File: config.mk
export PLATFORM = sky130hd
export DESIGN_NAME = regs_writer
export DESIGN_NICKNAME = d
export VERILOG_FILES = /design/src/rtl/regs_writer.sv
export SDC_FILE = /design/constraint.sdc
export NUM_CORES = 1
export LEC_CHECK = 0
export BUFFER_PORTS_ARGS = -buffer_cell sky130_fd_sc_hd__buf_2
export CAP_MARGIN = 40
export CORE_MARGIN = 3
export CORE_UTILIZATION = 44
export CTS_BUF_LIST = sky130_fd_sc_hd__clkbuf_8
export DETAILED_ROUTE_END_ITERATION = 8
export PLACE_DENSITY = 0.65
export SLEW_MARGIN = 20
export SYNTH_ARGS = -nofsm -noshare
export SYNTH_HDL_FRONTEND = slang
export SYNTH_SLANG_ARGS = --single-unit
File: constraint.sdc
create_clock -name clk -period 3.3 [get_ports clk]
set_clock_uncertainty 0.05 [all_clocks]
set_input_delay 0.165 -clock clk [delete_from_list [all_inputs] [get_ports clk]]
set_output_delay 0.165 -clock clk [all_outputs]
set_load 0.005 [all_outputs]
File: src/rtl/regs_writer.sv
// Writeback FIFO for register-file results: buffers byte/pair writes and drains
// up to two entries per cycle onto four byte-wide register-file write ports.

module regs_writer_lane (
  input  logic            en,
  input  logic            pair,
  input  logic [2:0]      addr,
  input  logic [15:0]     data,
  output logic [1:0]      wen,
  output logic [1:0][2:0] waddr,
  output logic [1:0][7:0] wdata
);
  // Lower port carries the single byte, or the high byte of a pair.
  assign wen      = {en & pair, en};
  assign waddr[0] = pair ? {addr[2:1], 1'b0} : addr;
  assign waddr[1] = {addr[2:1], 1'b1};
  assign wdata[0] = pair ? data[15:8] : data[7:0];
  assign wdata[1] = data[7:0];
endmodule

module regs_writer #(
  parameter int DEPTH = 4
) (
  input  logic                     clk,
  input  logic                     rst,
  input  logic                     in_valid,
  output logic                     in_ready,
  input  logic                     in_pair,
  input  logic [2:0]               in_addr,
  input  logic [15:0]              in_data,
  input  logic                     hold,
  output logic                     wen0,
  output logic                     wen1,
  output logic                     wen2,
  output logic                     wen3,
  output logic [2:0]               waddr0,
  output logic [2:0]               waddr1,
  output logic [2:0]               waddr2,
  output logic [2:0]               waddr3,
  output logic [7:0]               wdata0,
  output logic [7:0]               wdata1,
  output logic [7:0]               wdata2,
  output logic [7:0]               wdata3,
  output logic [7:0]               busy,
  output logic [$clog2(DEPTH):0]   count
);
  localparam int AW    = $clog2(DEPTH);
  localparam int CW    = AW + 1;
  localparam int LANES = 2;

  typedef struct packed {
    logic        pair;
    logic [2:0]  addr;
    logic [15:0] data;
  } entry_t;

  entry_t                      mem [DEPTH];
  logic [AW-1:0]               rd_ptr, wr_ptr;
  logic                        push;
  logic [1:0]                  drain_n;
  entry_t [LANES-1:0]          head;
  logic [LANES-1:0]            lane_en;
  logic [LANES-1:0][1:0]       l_wen;
  logic [LANES-1:0][1:0][2:0]  l_addr;
  logic [LANES-1:0][1:0][7:0]  l_data;
  logic [AW-1:0]               off;

  assign in_ready = (count < CW'(DEPTH));
  assign push     = in_valid & in_ready;

  // Lane g drains the g-th oldest entry when at least g+1 entries are held.
  for (genvar g = 0; g < LANES; g++) begin : g_lane
    assign head[g]    = mem[rd_ptr + AW'(g)];
    assign lane_en[g] = !hold && (count > CW'(g));
    regs_writer_lane u_lane (
      .en    (lane_en[g]),
      .pair  (head[g].pair),
      .addr  (head[g].addr),
      .data  (head[g].data),
      .wen   (l_wen[g]),
      .waddr (l_addr[g]),
      .wdata (l_data[g])
    );
  end

  assign drain_n = {1'b0, lane_en[0]} + {1'b0, lane_en[1]};

  assign {wen1, wen0}     = l_wen[0];
  assign {wen3, wen2}     = l_wen[1];
  assign {waddr1, waddr0} = l_addr[0];
  assign {waddr3, waddr2} = l_addr[1];
  assign {wdata1, wdata0} = l_data[0];
  assign {wdata3, wdata2} = l_data[1];

  always_ff @(posedge clk or posedge rst) begin
    if (rst) begin
      rd_ptr <= '0;
      wr_ptr <= '0;
      count  <= '0;
    end else begin
      if (push) wr_ptr <= wr_ptr + AW'(1);
      rd_ptr <= rd_ptr + AW'(drain_n);
      count  <= count + CW'(push) - CW'(drain_n);
    end
  end

  always_ff @(posedge clk) begin
    if (push) mem[wr_ptr] <= '{pair: in_pair, addr: in_addr, data: in_data};
  end

  // An entry is live when its distance from the head is below count.
  always_comb begin
    busy = '0;
    off  = '0;
    for (int i = 0; i < DEPTH; i++) begin
      off = AW'(i) - rd_ptr;
      if (CW'(off) < count) begin
        if (mem[i].pair) begin
          busy[{mem[i].addr[2:1], 1'b0}] = 1'b1;
          busy[{mem[i].addr[2:1], 1'b1}] = 1'b1;
        end else begin
          busy[mem[i].addr] = 1'b1;
        end
      end
    end
  end
endmodule

* After elaboration in Yosys (flattened, before gate mapping)
Memories as Yosys holds them, arrays and structs flattened.
Cells that the tools add are included.
** Storage, ports and cells
- Bits in registers :: 7
- Bits in latches :: 0
- RAM bits :: 80
- Memory bits (read-only) :: 0
- Input bits :: 24
- Output and inout port bits :: 60
- Logic and storage cells :: 111
- Memories kept :: 1
** Memory list
- mem :: words 4, width 20, read ports 6, clocked after Yosys merged registers in 0, write ports 1, RTL line 57 : entry_t mem [DEPTH];
** Operators by class
- Add/sub/neg operators :: 10
- $mul :: 0
- Div/mod/pow operators :: 0
- Order comparisons :: 31
- Equal/unequal tests :: 0
- Shift operators :: 0
- Muxes and demuxes :: 38
- Bitwise operators :: 13
- Reduce and logical (&&, ||, !) cells :: 15
** Operators with widths (number)
- $mux 8 :: 10
- $lt 3x4->1 const B :: 12
- $or 8x8->8 :: 6
- $ge 3x1->1 const B :: 12
- $or 8x7->8 :: 3
- $demux 1 s2 :: 8
- $mux 1 :: 16
- $logic_and 1x1->1 :: 14
- $demux 1 s3 :: 4
- $lt 2x3->1 :: 4
- $or 7x8->8 :: 1
- $gt 3x1->1 const B :: 2
- $add 2x1->2 const B :: 2
- $sub 1x2->2 const A :: 2
- $sub 2x2->2 const A :: 2
- $add 3x1->3 :: 1
- $and 1x1->1 :: 3
- $lt 3x3->1 const B :: 1
- $sub 3x2->3 :: 1
- $add 1x1->2 :: 1
- $add 2x2->2 :: 1
- $logic_not 1->1 :: 1

* Longest topological paths before layout
An unclocked memory read counts as a cell.
- Depth in word-level cells :: 20
- Depth in mapped cells :: 11
- Gate-level depth less buffers :: 9

* By module
A second synthesis with hierarchy kept.
** Unflattened totals
- Cell total of the unflattened synthesis :: 309
- Area, all modules :: 4860.9 µm²
** By module, submodules not included
- regs_writer :: instances 1, cells an instance 257, area each 4347.9 µm², sequential area each 2577.5 µm²
- regs_writer_lane :: instances 2, cells an instance 26, area each 256.5 µm², sequential area each 0.0 µm²

* Least setup slack after synthesis
OpenSTA, ideal clock, no wires.
- Path kind :: reg-to-output
- Start :: reg rd_ptr[0]
- End :: out busy[4]
- Data arrival time :: 2.282 ns
- Required time :: 3.085 ns
- Slack :: 0.803 ns
- Stages on the path, launching flop included :: 11
- Cell sequence :: dfrtp_1 buf_6 buf_4 buf_6 buf_4 xor2_1 ha_1 nor2b_1 a221o_1 o32a_1 o211ai_1
** Between the ends
- Word-level cells in the longest chain between the ends :: 15
- Elaborated cells between the ends (all ways) :: 24
- Classes of those cells :: 4 x add/sub; 4 x order compare; 7 x mux; 9 x bitwise
** RTL lines
- start: declaration :: RTL line 58 : logic [AW-1:0] rd_ptr, wr_ptr;
- start signal: assignment :: RTL line 102 : rd_ptr <= rd_ptr + AW'(drain_n);
- $sub 1x2->2 :: RTL line 116 : off = AW'(i) - rd_ptr;
- $lt 2x3->1 :: RTL line 117 : if (CW'(off) < count) begin
- $mux 8 :: RTL line 117
- $or 8x7->8 (no source line)
- $or 8x8->8 (no source line)
- $mux 8 :: RTL line 118 : if (mem[i].pair) begin
- $mux 8 :: RTL line 117
- $or 8x7->8 (no source line)
- $or 8x8->8 (no source line)
- $mux 8 :: RTL line 118
- $mux 8 :: RTL line 117
- $or 8x7->8 (no source line)
- $or 8x8->8 (no source line)
- $mux 8 :: RTL line 118
- $mux 8 * :: RTL line 117
- end: declaration :: RTL line 44 : output logic [7:0] busy,
Mark *: on every way between the ends. The rest lies on a longest branch, timed or not.

* Worst setup path in the final report
- Start :: reg rd_ptr[1]
- End :: out busy[0]
Same word-level chain as after synthesis.

==> results.py <==
metrics = {
    "logic_synthesis": {
        "avgSynthCellArea_um2": 14.7,
        "syn_area_um2": 4720,
        "ys_seq_elements": 87,
        "yosys_warnings": 0,
        "ys_types": 44,
        "synth_async_sr_flop_share": 0.0805,
        "synthFlopType": "edfxtp_1",
        "synth_seq_area_share": 0.546,
        "syn-instance-count": 322,
        "synth-edff-count": 80,
    },
    "worst_setup_path": {
        "cp-end-kind": "output pin",
        "cp_max_fo": 18,
        "cp-start-kind": "flop",
        "worstPathCellList": "inv_1 -> ha_1 -> a21boi_0 -> o21ai_0 -> and2_1 -> a221o_1 -> buf_2",
        "critical_path_class": "flop to output pin",
        "cp_data_required_time_ns": 3.08,
        "reg2reg_depth": 9,
        "cp_top_family": "compound AO/OA/AOI/OAI gates",
        "slowest_stage": "dfrtp_2",
        "r2r-end": "count[2]",
        "crit_path_max_incr_delay_ns": 0.65,
        "critPathBufInv": 2,
        "reg2reg_from": "count[2]",
        "cp.arrival_ns": 2.59,
        "ff2ff_setup_slack_ns": 0.89,
    },
    "clock_network": {
        "cts_tree": "built",
        "ctsHtreeMaxLevel": 3,
        "clkLatencyLatePin_ns": 0.35,
        "clk_pin_slew_worst_paths_ns": 0.08,
        "cts_setup_buffers": 0,
        "cts_inserted_buffers": 9,
        "cts_sinks": 87,
        "cts-root-buf": "clkbuf_8",
        "clock_path_buffers": 2,
    },
    "drt": {
        "drc": 0,
        "first_pass_iters": 5,
        "routedWlPerCell_um": 17.1,
        "avgViaCountPerCell": 5.28,
        "drt_iter0_markers": 196,
        "via_count": 2961,
        "wl_um": 9600,
        "antenna_left": 0,
    },
    "timing": {
        "worst_slew_pin_slew_ns": 0.651,
        "setup_viol": 0,
        "hold_violations": 0,
        "slew_violations": 0,
        "fin_crit_sh": 0.850,
        "rsz0062_at_grt": "no",
        "fmax_mhz": 356,
        "setup_ws_ns": 0.494,
        "min_period_ns": 2.81,
        "slew_headroom": 0.562,
        "totalNegativeSetupSlack_ns": 0,
        "worst_hold_slack_ns": 0.238,
    },
    "die": {
        "ios": 84,
        "core_um2": 10400,
        "die_area_um2": 12000,
        "start_util": 0.455,
        "core.rowCount": 37,
        "dieWidth_um": 110,
        "die_height_um": 110,
    },
    "final_layout": {
        "mostFrequentLayoutCells": "81 x buf_2, 80 x edfxtp_1, 24 x mux4_2",
        "syn_to_final_growth_pct": 18.7,
        "fin_nets": 458,
        "fin_util": 0.540,
        "layout_commonest_cell": "buf_2",
        "antenna_cells": 0,
        "drive_above_1_share": 0.344,
        "fin_cells": 561,
    },
    "global_route": {
        "grt_first_pass_wirelength_um": 14800,
        "gr-total-overflow": 0,
        "antenna_found_initial": 0,
        "grt_pass1_vias": 2856,
        "gr-usage-all-layers": 0.164,
        "grt_max_degree": 43,
    },
    "place": {
        "dpl.cell_count": 524,
        "portBuffers": 81,
        "pre_cts_slack_ns": 0.846,
        "gp_congestion": 0.917,
        "hpwl_um": 6700,
    },
    "job": {
        "maxCapViolCount": 0,
    },
    "power": {
        "p_per_area_nw_per_um2": 904,
        "p_leak_nw": 2.21,
        "peakVddDrop_v": 0.000364,
    },
    "worst_hold_path": {
        "hold_path.class": "primary input to async pin",
    },
    "status": {
        "status": "completed",
    },
}
-- state kept, by name (all words and copies together), names as in the netlist --
name,flops
count,3
wr_ptr,2
mem,80
rd_ptr,2
-- tightest hold or removal path, stage by stage --
cell           delay (ns)
dlygate4sd3_1        0.54
buf_2                0.12
inv_1                0.22
-- final cells by class --
type	instances	area (µm²)
fillers	877	4770
flip-flops and latches	87	2580
multi-input cells	195	1900
repair buffers	109	668
well taps	136	170
clock buffers	9	124
clock inverters	7	93.8
inverters	18	67.6
-- where the power goes --
group          switching (mW)  internal [mW]  total, mW
Combinational            1.29           1.41       2.70
Sequential              0.162           1.41       1.57
Clock                   0.366          0.427      0.793
Total                    1.82           3.24       5.07
-- timing repair --
item / 4_1_cts / 5_1_grt
hold buffers: 21 / 0
gates resized for setup: 0 / 0
hold endpoints to repair: 87 / 0
-- worst max path at each step --
stage,slack [ns],cells after the start,end,from
3_3_place_gp,0.88,7,busy[0],rd_ptr[1]
3_5_place_dp,0.85,6,wdata2[5],rd_ptr[1]
6_report,0.49,7,busy[0],rd_ptr[1]
2_1_floorplan,0.80,10,busy[4],rd_ptr[0]
5_1_grt,0.23,7,busy[0],rd_ptr[1]
4_1_cts,0.46,6,wdata2[5],rd_ptr[1]
-- per-stage QoR --
stage               instance area [µm²]  power (mW)
global placement                   5170        4.27
detailed placement                 5170        4.32
finish                             5600        5.07
floorplan                          4720        3.55
global route                       5600        5.46
CTS                                5600        5.13
-- cells in the mapped netlist, types with 2 or more instances --
cell | number | area (µm²)
edfxtp_1 | 80 | 2400
mux4_2 | 24 | 541
inv_1 | 18 | 67.6
mux2_4 | 16 | 240
mux2i_1 | 16 | 160
nor2_1 | 16 | 60.1
nand2_1 | 14 | 52.6
ha_1 | 13 | 163
a21oi_1 | 11 | 55.1
buf_4 | 9 | 67.6
nor2b_1 | 9 | 56.3
o21ai_1 | 8 | 40.0
and2_1 | 7 | 43.8
buf_6 | 7 | 78.8
dfrtp_1 | 7 | 175
mux2_1 | 7 | 78.8
nand2b_1 | 7 | 43.8
o21ai_0 | 6 | 30.0
buf_2 | 5 | 25.0
o211ai_1 | 5 | 37.5
xnor2_1 | 5 | 43.8
a221o_1 | 3 | 30.0
nand3_1 | 3 | 15.0
a2bb2oi_1 | 2 | 17.5
a311o_1 | 2 | 20.0
o21bai_1 | 2 | 15.0
o221ai_1 | 2 | 17.5
o32ai_1 | 2 | 17.5
-- kinds of logic (layout without fill, tap and decap cells) --
family          after synthesis  in the layout  share of synthesized area
other cells                   1              2                   0.000795
simple gates                 59             59                     0.0615
xor+xnor                      6              6                     0.0111
fa+ha+maj                    14             14                     0.0387
flops                        87             87                      0.546
buf+inv                      41            143                     0.0522
compound gates               50             50                     0.0711
mux                          64             64                      0.218
-- metal layers --
metal,vias up,part of all wire,routed length [µm],global-route usage
met5,-,0,0,0
met4,0,0.014,138,0.0508
met3,11,0.050,483,0.0206
met2,91,0.51,4920,0.281
met1,1441,0.42,4060,0.219
li1,1418,-,-,-
No activity file was read; power rests on OpenSTA's default activity.
